## config.mk

```make
export PLATFORM = sky130hd
export DESIGN_NAME = hazard_stall_unit
export DESIGN_NICKNAME = d
export VERILOG_FILES = /design/src/rtl/hazard_stall_unit.sv
export SDC_FILE = /design/constraint.sdc
export NUM_CORES = 1
export LEC_CHECK = 0
export ABC_AREA = 1
export CAP_MARGIN = 10
export CORE_MARGIN = 4
export CORE_UTILIZATION = 44
export DETAILED_ROUTE_END_ITERATION = 7
export PLACE_DENSITY = 0.78
export SLEW_MARGIN = 0
export SYNTH_ARGS = -nofsm -noshare
export SYNTH_HDL_FRONTEND = slang
export SYNTH_SLANG_ARGS = --single-unit
```

## constraint.sdc

```tcl
create_clock -name clk -period 1.8 [get_ports clk]
set_input_delay 0.27 -clock clk [delete_from_list [all_inputs] [get_ports clk]]
set_output_delay 0.27 -clock clk [all_outputs]
set_load 0.02 [all_outputs]
```

## src/rtl/hazard_stall_unit.sv

```systemverilog
// Stall/flush controller for the 5-stage pipeline: load-use bubbles, branch flushes,
// memory-wait freeze with timeout FSM, and saturating stall/flush counters.
module hazard_stall_unit #(
  parameter int REG_W   = 5,
  parameter int CNT_W   = 16,
  parameter int TIMEOUT = 8
) (
  input  logic             clk,
  input  logic             reset,
  input  logic [REG_W-1:0] IFIDRs,
  input  logic [REG_W-1:0] IFIDRt,
  input  logic [REG_W-1:0] IDEXRt,
  input  logic             IDEXMemRead,
  input  logic             BranchTaken,
  input  logic             EXMEMMemAccess,
  input  logic             MemReady,
  output logic             PCWrite,
  output logic             IFIDWrite,
  output logic             IFIDFlush,
  output logic             IDEXWrite,
  output logic             IDEXFlush,
  output logic             EXMEMWrite,
  output logic             MEMWBBubble,
  output logic             MemTimeout,
  output logic [1:0]       State,
  output logic [CNT_W-1:0] StallCycles,
  output logic [CNT_W-1:0] FlushCount
);

  localparam int WAIT_W = $clog2(TIMEOUT + 1);
  localparam logic [WAIT_W-1:0] TIMEOUT_W = WAIT_W'(TIMEOUT);

  typedef enum logic [1:0] {RUN = 2'd0, MEM_WAIT = 2'd1, ERROR = 2'd2} state_t;

  state_t            state_reg, state_next, dec_state;
  logic [WAIT_W-1:0] wait_cnt_reg, wait_cnt_next;
  logic              mem_timeout_reg;
  logic              mem_stall, load_use;
  logic              freeze, flush_act, stall_act;
  logic [1:0]        cnt_inc;

  assign mem_stall = EXMEMMemAccess & ~MemReady;
  assign load_use  = IDEXMemRead & (IDEXRt != '0) &
                     ((IDEXRt == IFIDRs) | (IDEXRt == IFIDRt));

  // While reset is held the pipeline is steered by the RUN decode.
  assign dec_state = reset ? RUN : state_reg;

  always_comb begin
    PCWrite     = 1'b1;
    IFIDWrite   = 1'b1;
    IFIDFlush   = 1'b0;
    IDEXWrite   = 1'b1;
    IDEXFlush   = 1'b0;
    EXMEMWrite  = 1'b1;
    MEMWBBubble = 1'b0;
    freeze      = 1'b0;
    flush_act   = 1'b0;
    stall_act   = 1'b0;
    if (dec_state == ERROR) begin
      PCWrite     = 1'b0;
      IFIDWrite   = 1'b0;
      IDEXWrite   = 1'b0;
      EXMEMWrite  = 1'b0;
      MEMWBBubble = 1'b1;
    end else if (mem_stall) begin
      // Branch and load-use are frozen in place and re-evaluated after release.
      PCWrite     = 1'b0;
      IFIDWrite   = 1'b0;
      IDEXWrite   = 1'b0;
      EXMEMWrite  = 1'b0;
      MEMWBBubble = 1'b1;
      freeze      = 1'b1;
    end else if (BranchTaken) begin
      IFIDFlush = 1'b1;
      IDEXFlush = 1'b1;
      flush_act = 1'b1;
    end else if (load_use) begin
      PCWrite   = 1'b0;
      IFIDWrite = 1'b0;
      IDEXFlush = 1'b1;
      stall_act = 1'b1;
    end
  end

  always_comb begin
    state_next    = state_reg;
    wait_cnt_next = wait_cnt_reg;
    case (state_reg)
      RUN: begin
        if (mem_stall) begin
          state_next    = MEM_WAIT;
          wait_cnt_next = WAIT_W'(1);
        end
      end
      MEM_WAIT: begin
        if (mem_stall) begin
          wait_cnt_next = wait_cnt_reg + WAIT_W'(1);
          if (wait_cnt_next == TIMEOUT_W) state_next = ERROR;
        end else begin
          state_next    = RUN;
          wait_cnt_next = '0;
        end
      end
      ERROR: ;
      default: begin
        state_next    = RUN;
        wait_cnt_next = '0;
      end
    endcase
  end

  always_ff @(posedge clk) begin
    if (reset) begin
      state_reg       <= RUN;
      wait_cnt_reg    <= '0;
      mem_timeout_reg <= 1'b0;
    end else begin
      state_reg       <= state_next;
      wait_cnt_reg    <= wait_cnt_next;
      mem_timeout_reg <= (state_next == ERROR);
    end
  end

  assign cnt_inc = {flush_act, freeze | stall_act};

  // Index 0 counts stall cycles, index 1 counts branch flushes; both saturate.
  genvar gi;
  generate
    for (gi = 0; gi < 2; gi++) begin : g_cnt
      logic [CNT_W-1:0] cnt_reg;
      always_ff @(posedge clk) begin
        if (reset) begin
          cnt_reg <= '0;
        end else if (cnt_inc[gi] && (cnt_reg != '1)) begin
          cnt_reg <= cnt_reg + CNT_W'(1);
        end
      end
    end
  endgenerate

  assign StallCycles = g_cnt[0].cnt_reg;
  assign FlushCount  = g_cnt[1].cnt_reg;
  assign MemTimeout  = mem_timeout_reg;
  assign State       = state_reg;

endmodule

```

# After elaboration in Yosys (flattened, before gate mapping)
# Index checks and enable logic that the tools add are counted.
[totals]
in_bits = 21
regBits = 39
output_inout_bits = 42
[classes]
n_mux = 27
n_addsub = 3
n_reduce_logical = 5
n_eq_ne = 10
bitwise = 7
[op_table]
columns = ["op", "n"]
rows = [
  ["adder 16 x 1 -> 16 bit, second input constant", 2],
  ["!= test 16 bit, second input constant", 2],
  ["2-to-1 mux 1 bit", 19],
  ["case mux 4 bit (3 select lines)", 1],
  ["equality test 5 bit", 2],
  ["2-to-1 mux 2 bit", 4],
  ["2-to-1 mux 4 bit", 2],
  ["equality test 2 bit, second input constant", 3],
  ["case mux 2 bit (3 select lines)", 1],
  ["nonzero test 5 bit", 1],
  ["adder 4 x 1 -> 4 bit, second input constant", 1],
  ["equality test 4 bit, second input constant", 1],
  ["AND 1 bit", 3],
  ["equality test 2 x 1 -> 1 bit, second input constant", 1],
  ["logical AND 1 bit", 2],
  ["logical NOT 2 bit", 1],
  ["!= test 2 bit, second input constant", 1],
  ["NOT 1 bit", 2],
  ["OR 1 bit", 2],
  ["AND reduction 2 bit", 1],
]

# Depth between registers and ports, before layout
[depth]
ltp_word = 9
ltp_mapped = 13
mapped_depth_nobuf = 13

# Least setup slack after synthesis
# No wires, ideal clock.
[synth_timing]
kind = "input port to output port"
start = "input IDEXRt[2]"
end = "output PCWrite"
t_arrival_ns = 1.659
path_stages = 9
setup_slack_ns = -0.129
required_time_ns = 1.530
path_buffers = 2
cell_sequence = "inv_1 -> nand4_1 -> o21ai_0 -> inv_1 -> nand3_1 -> nand2_2 -> buf_2 -> a31oi_1 -> buf_4"
[synth_between]
elab_chain_cells = 7
elab_cells_between_ends = 10
cone_classes = "eq/ne (2); mux (4); bitwise (3); reduce/logical (1)"
[synth_rtl]
columns = ["element", "line_no", "text"]
rows = [
  ["start: declaration", "12", "input logic [REG_W-1:0] IDEXRt,"],
  ["equality test 5 bit / nonzero test 5 bit (equally long branches)", "44, 43", ""],
  ["OR 1 bit / AND 1 bit (equally long branches)", "44, 43", ""],
  ["AND 1 bit (*)", "43", "assign load_use = IDEXMemRead & (IDEXRt != '0) &"],
  ["2-to-1 mux 1 bit (*) (4 in series)", "n/a", ""],
  ["end: declaration", "17", "output logic PCWrite,"],
]
# Mark *: on every way between the ends. The rest lies on a longest branch, timed or not.

# Worst setup path after layout
[layout_timing]
start = "input IFIDRs[4]"
end = "output PCWrite"
[layout_between]
elab_chain_cells = 7
[layout_rtl]
columns = ["element", "line_no", "text"]
rows = [
  ["start: declaration", "10", "input logic [REG_W-1:0] IFIDRs,"],
  ["equality test 5 bit", "44", "((IDEXRt == IFIDRs) | (IDEXRt == IFIDRt));"],
  ["OR 1 bit", "44", ""],
  ["AND 1 bit", "43", ""],
  ["2-to-1 mux 1 bit", "78", "end else if (load_use) begin"],
  ["2-to-1 mux 1 bit", "74", "end else if (BranchTaken) begin"],
  ["2-to-1 mux 1 bit", "66", "end else if (mem_stall) begin"],
  ["2-to-1 mux 1 bit", "60", "if (dec_state == ERROR) begin"],
]
# No other way between the ends.

==> impl_metrics.tcl <==
set metrics [dict create \
    status "finished clean" \
    area_growth_pct 39.8 \
    synth_area_per_cell_sq_um 6.81 \
    max-vdd-ir-drop_v 0.000463 \
    io_pins 63 \
    dp_cells 491 \
    fin_ws_ns 0.0753 \
    synth_warnings 0 \
    firstDrtPassIters 4 \
    worstSetupPathType "in -> out" \
    cts_tree "yes" \
    final-setup-viol-count 0 \
    overflow 0 \
    dieWidth_um 81.8 \
    place_congestion 0.868 \
    num_antenna_cells 0 \
    syn_area_sq_um 2400 \
    num_vias 2508 \
    crit_required_ns 1.53 \
    multi_input_area_sq_um 1420 \
    clk_latency_ns 0.29 \
    die_h_um 81.8 \
    drive_gt1_share_pct 19.3 \
    drt-initial-drc-count 79 \
    grt_pass1_wl_um 10200 \
    cts-root-buf "clkbuf_8" \
    worst_pin_slew_ns 0.341 \
    critical_path.max_fanout 2 \
    place_ws_ns -0.579 \
    cap_violations 0 \
    leakage_nw 1.38 \
    cts_max_path_buffers 2 \
    yosysUniqueCellTypes 30 \
    power.density_nw_per_um2 561 \
    hold_class "reg -> reg" \
    grt_max_degree 27 \
    p_total_mw 1.88 \
    numCtsBuffers 5 \
    nets 454 \
    via_per_inst 5.01 \
    crit_path_start_kind "input pin" \
    min_period_ns 1.72 \
    worstPathArrival_ns 1.45 \
    hold_buffers 0 \
    finalClockSkew_ns 0.0106 \
    fmaxAchievable_ghz 0.580 \
    wl_per_cell_um 12.4 \
    n_fill_cell 478 \
    stdcell_count 501 \
    synth-seq-cells 39 \
    synthCells 352 \
    period_share_pct 95.8 \
    grtUsageTotal_pct 19.5 \
    clkTransAtPathRegs_ns 0.08 \
    finalHoldViolCount 0 \
    htreeDepth 2 \
    register_area_sq_um 786 \
    io_buffers 62 \
    grt_pass1_vias 2435 \
    wirelength_um 6190 \
    placeableCoreArea_sq_um 5200 \
    hpwl_um 4650 \
    final_common_cell "nand2_1" \
    antenna_found_initial 0 \
    postRouteAntennaNets 0 \
    clock-sinks 39 \
    final_cell_mix "nand2_1 (80), clkdlybuf4s50_1 (42), inv_1 (40)" \
    slew_headroom_pct 77.1 \
    drc 0 \
    synth.yosys.seq_area_share_pct 32.6 \
    end_kind "output port" \
    initial_core_util_pct 46.0 \
    synth_nets 376 \
    placementRows 26 \
    dieArea_sq_um 6690 \
    finalMaxSlewViolations 0 \
]
[cell families after synthesis]
group	share of synthesized area (%)
simple gates	35.2
compound gates	12.4
flops	32.6
xor+xnor	8.04
buf+inv	10.2
fa+ha+maj	1.57
[power by group]
group          switching, mW  total, mW  internal (mW)
Combinational          0.149      0.266          0.117
Sequential            0.0103      0.885          0.874
Clock                  0.316      0.728          0.413
Total                  0.475       1.88           1.40
[cells in the mapped netlist, drive strengths merged]
cell	n	area share, %
inv	45	7.0
nor3b	1	0.78
xor2	11	4.0
a21oi	34	8.7
o31ai	2	0.63
xnor2	11	4.0
o21ai	11	2.6
dfxtp	39	33
nand3b	1	0.31
clkbuf	3	0.47
nand2	100	18
nand4	5	1.3
ha	3	1.6
nor3	8	1.9
nor2	34	5.7
nand3	35	7.5
buf	7	2.7
a31oi	2	0.52
[critical path, cell delays in order]
cell and delay (ns):
clkdlybuf4s50_1 0.41, xnor2_1 0.13, nand3_1 0.10, nand2_2 0.07, nand3_2 0.07, nand2_2 0.07
a31oi_4 0.18, buf_6 0.14
[layout make-up]
cell class | count | share of cell area, %
multi-input cells | 258 | 42.5
repair buffers | 81 | 23.0
clock buffers | 5 | 2.05
well taps | 70 | 2.61
inverters | 45 | 5.04
flip-flops and latches | 39 | 23.5
clock inverters | 3 | 1.31
[layer usage]
| layer | track usage [%] | part of all wire, % |
|---|---|---|
| met1 | 21.5 | 41 |
| met2 | 35.4 | 53 |
| met3 | 4.28 | 4.1 |
| met4 | 8.80 | 1.6 |
| met5 | 0 | 0 |
[through the flow]
stage,utilization [%],cell area [sq um],setup TNS [ns],hold slack [ns]
4_1_cts,62.8,3270,-0.186,0.475
3_3_place_gp,60.8,3170,-8.24,0.444
2_1_floorplan,-,2400,0,0.448
6_report,64.4,3350,0,0.472
5_1_grt,64.4,3350,-0.00229,0.505
3_5_place_dp,60.8,3170,-9.40,0.462
[final timing paths]
check / from / end / slack [ns] / cells after the start
max: IFIDRs[4] / PCWrite / 0.08 / 8
min: FlushCount[8]$_SDFFE_PP0P_ / FlushCount[8]$_SDFFE_PP0P_ / 0.47 / 2
max reg2reg: StallCycles[0]$_SDFFE_PP0P_ / StallCycles[7]$_SDFFE_PP0P_ / 0.13 / 9
min reg2reg: FlushCount[8]$_SDFFE_PP0P_ / FlushCount[8]$_SDFFE_PP0P_ / 0.47 / 2
[what timing repair did]
action	CTS	global route
resized for setup	26	31
endpoints found under the setup margin	24	35
pin swaps	1	10
setup buffers	1	1
gates cloned	0	0
No activity file was read; power rests on OpenSTA's default activity.
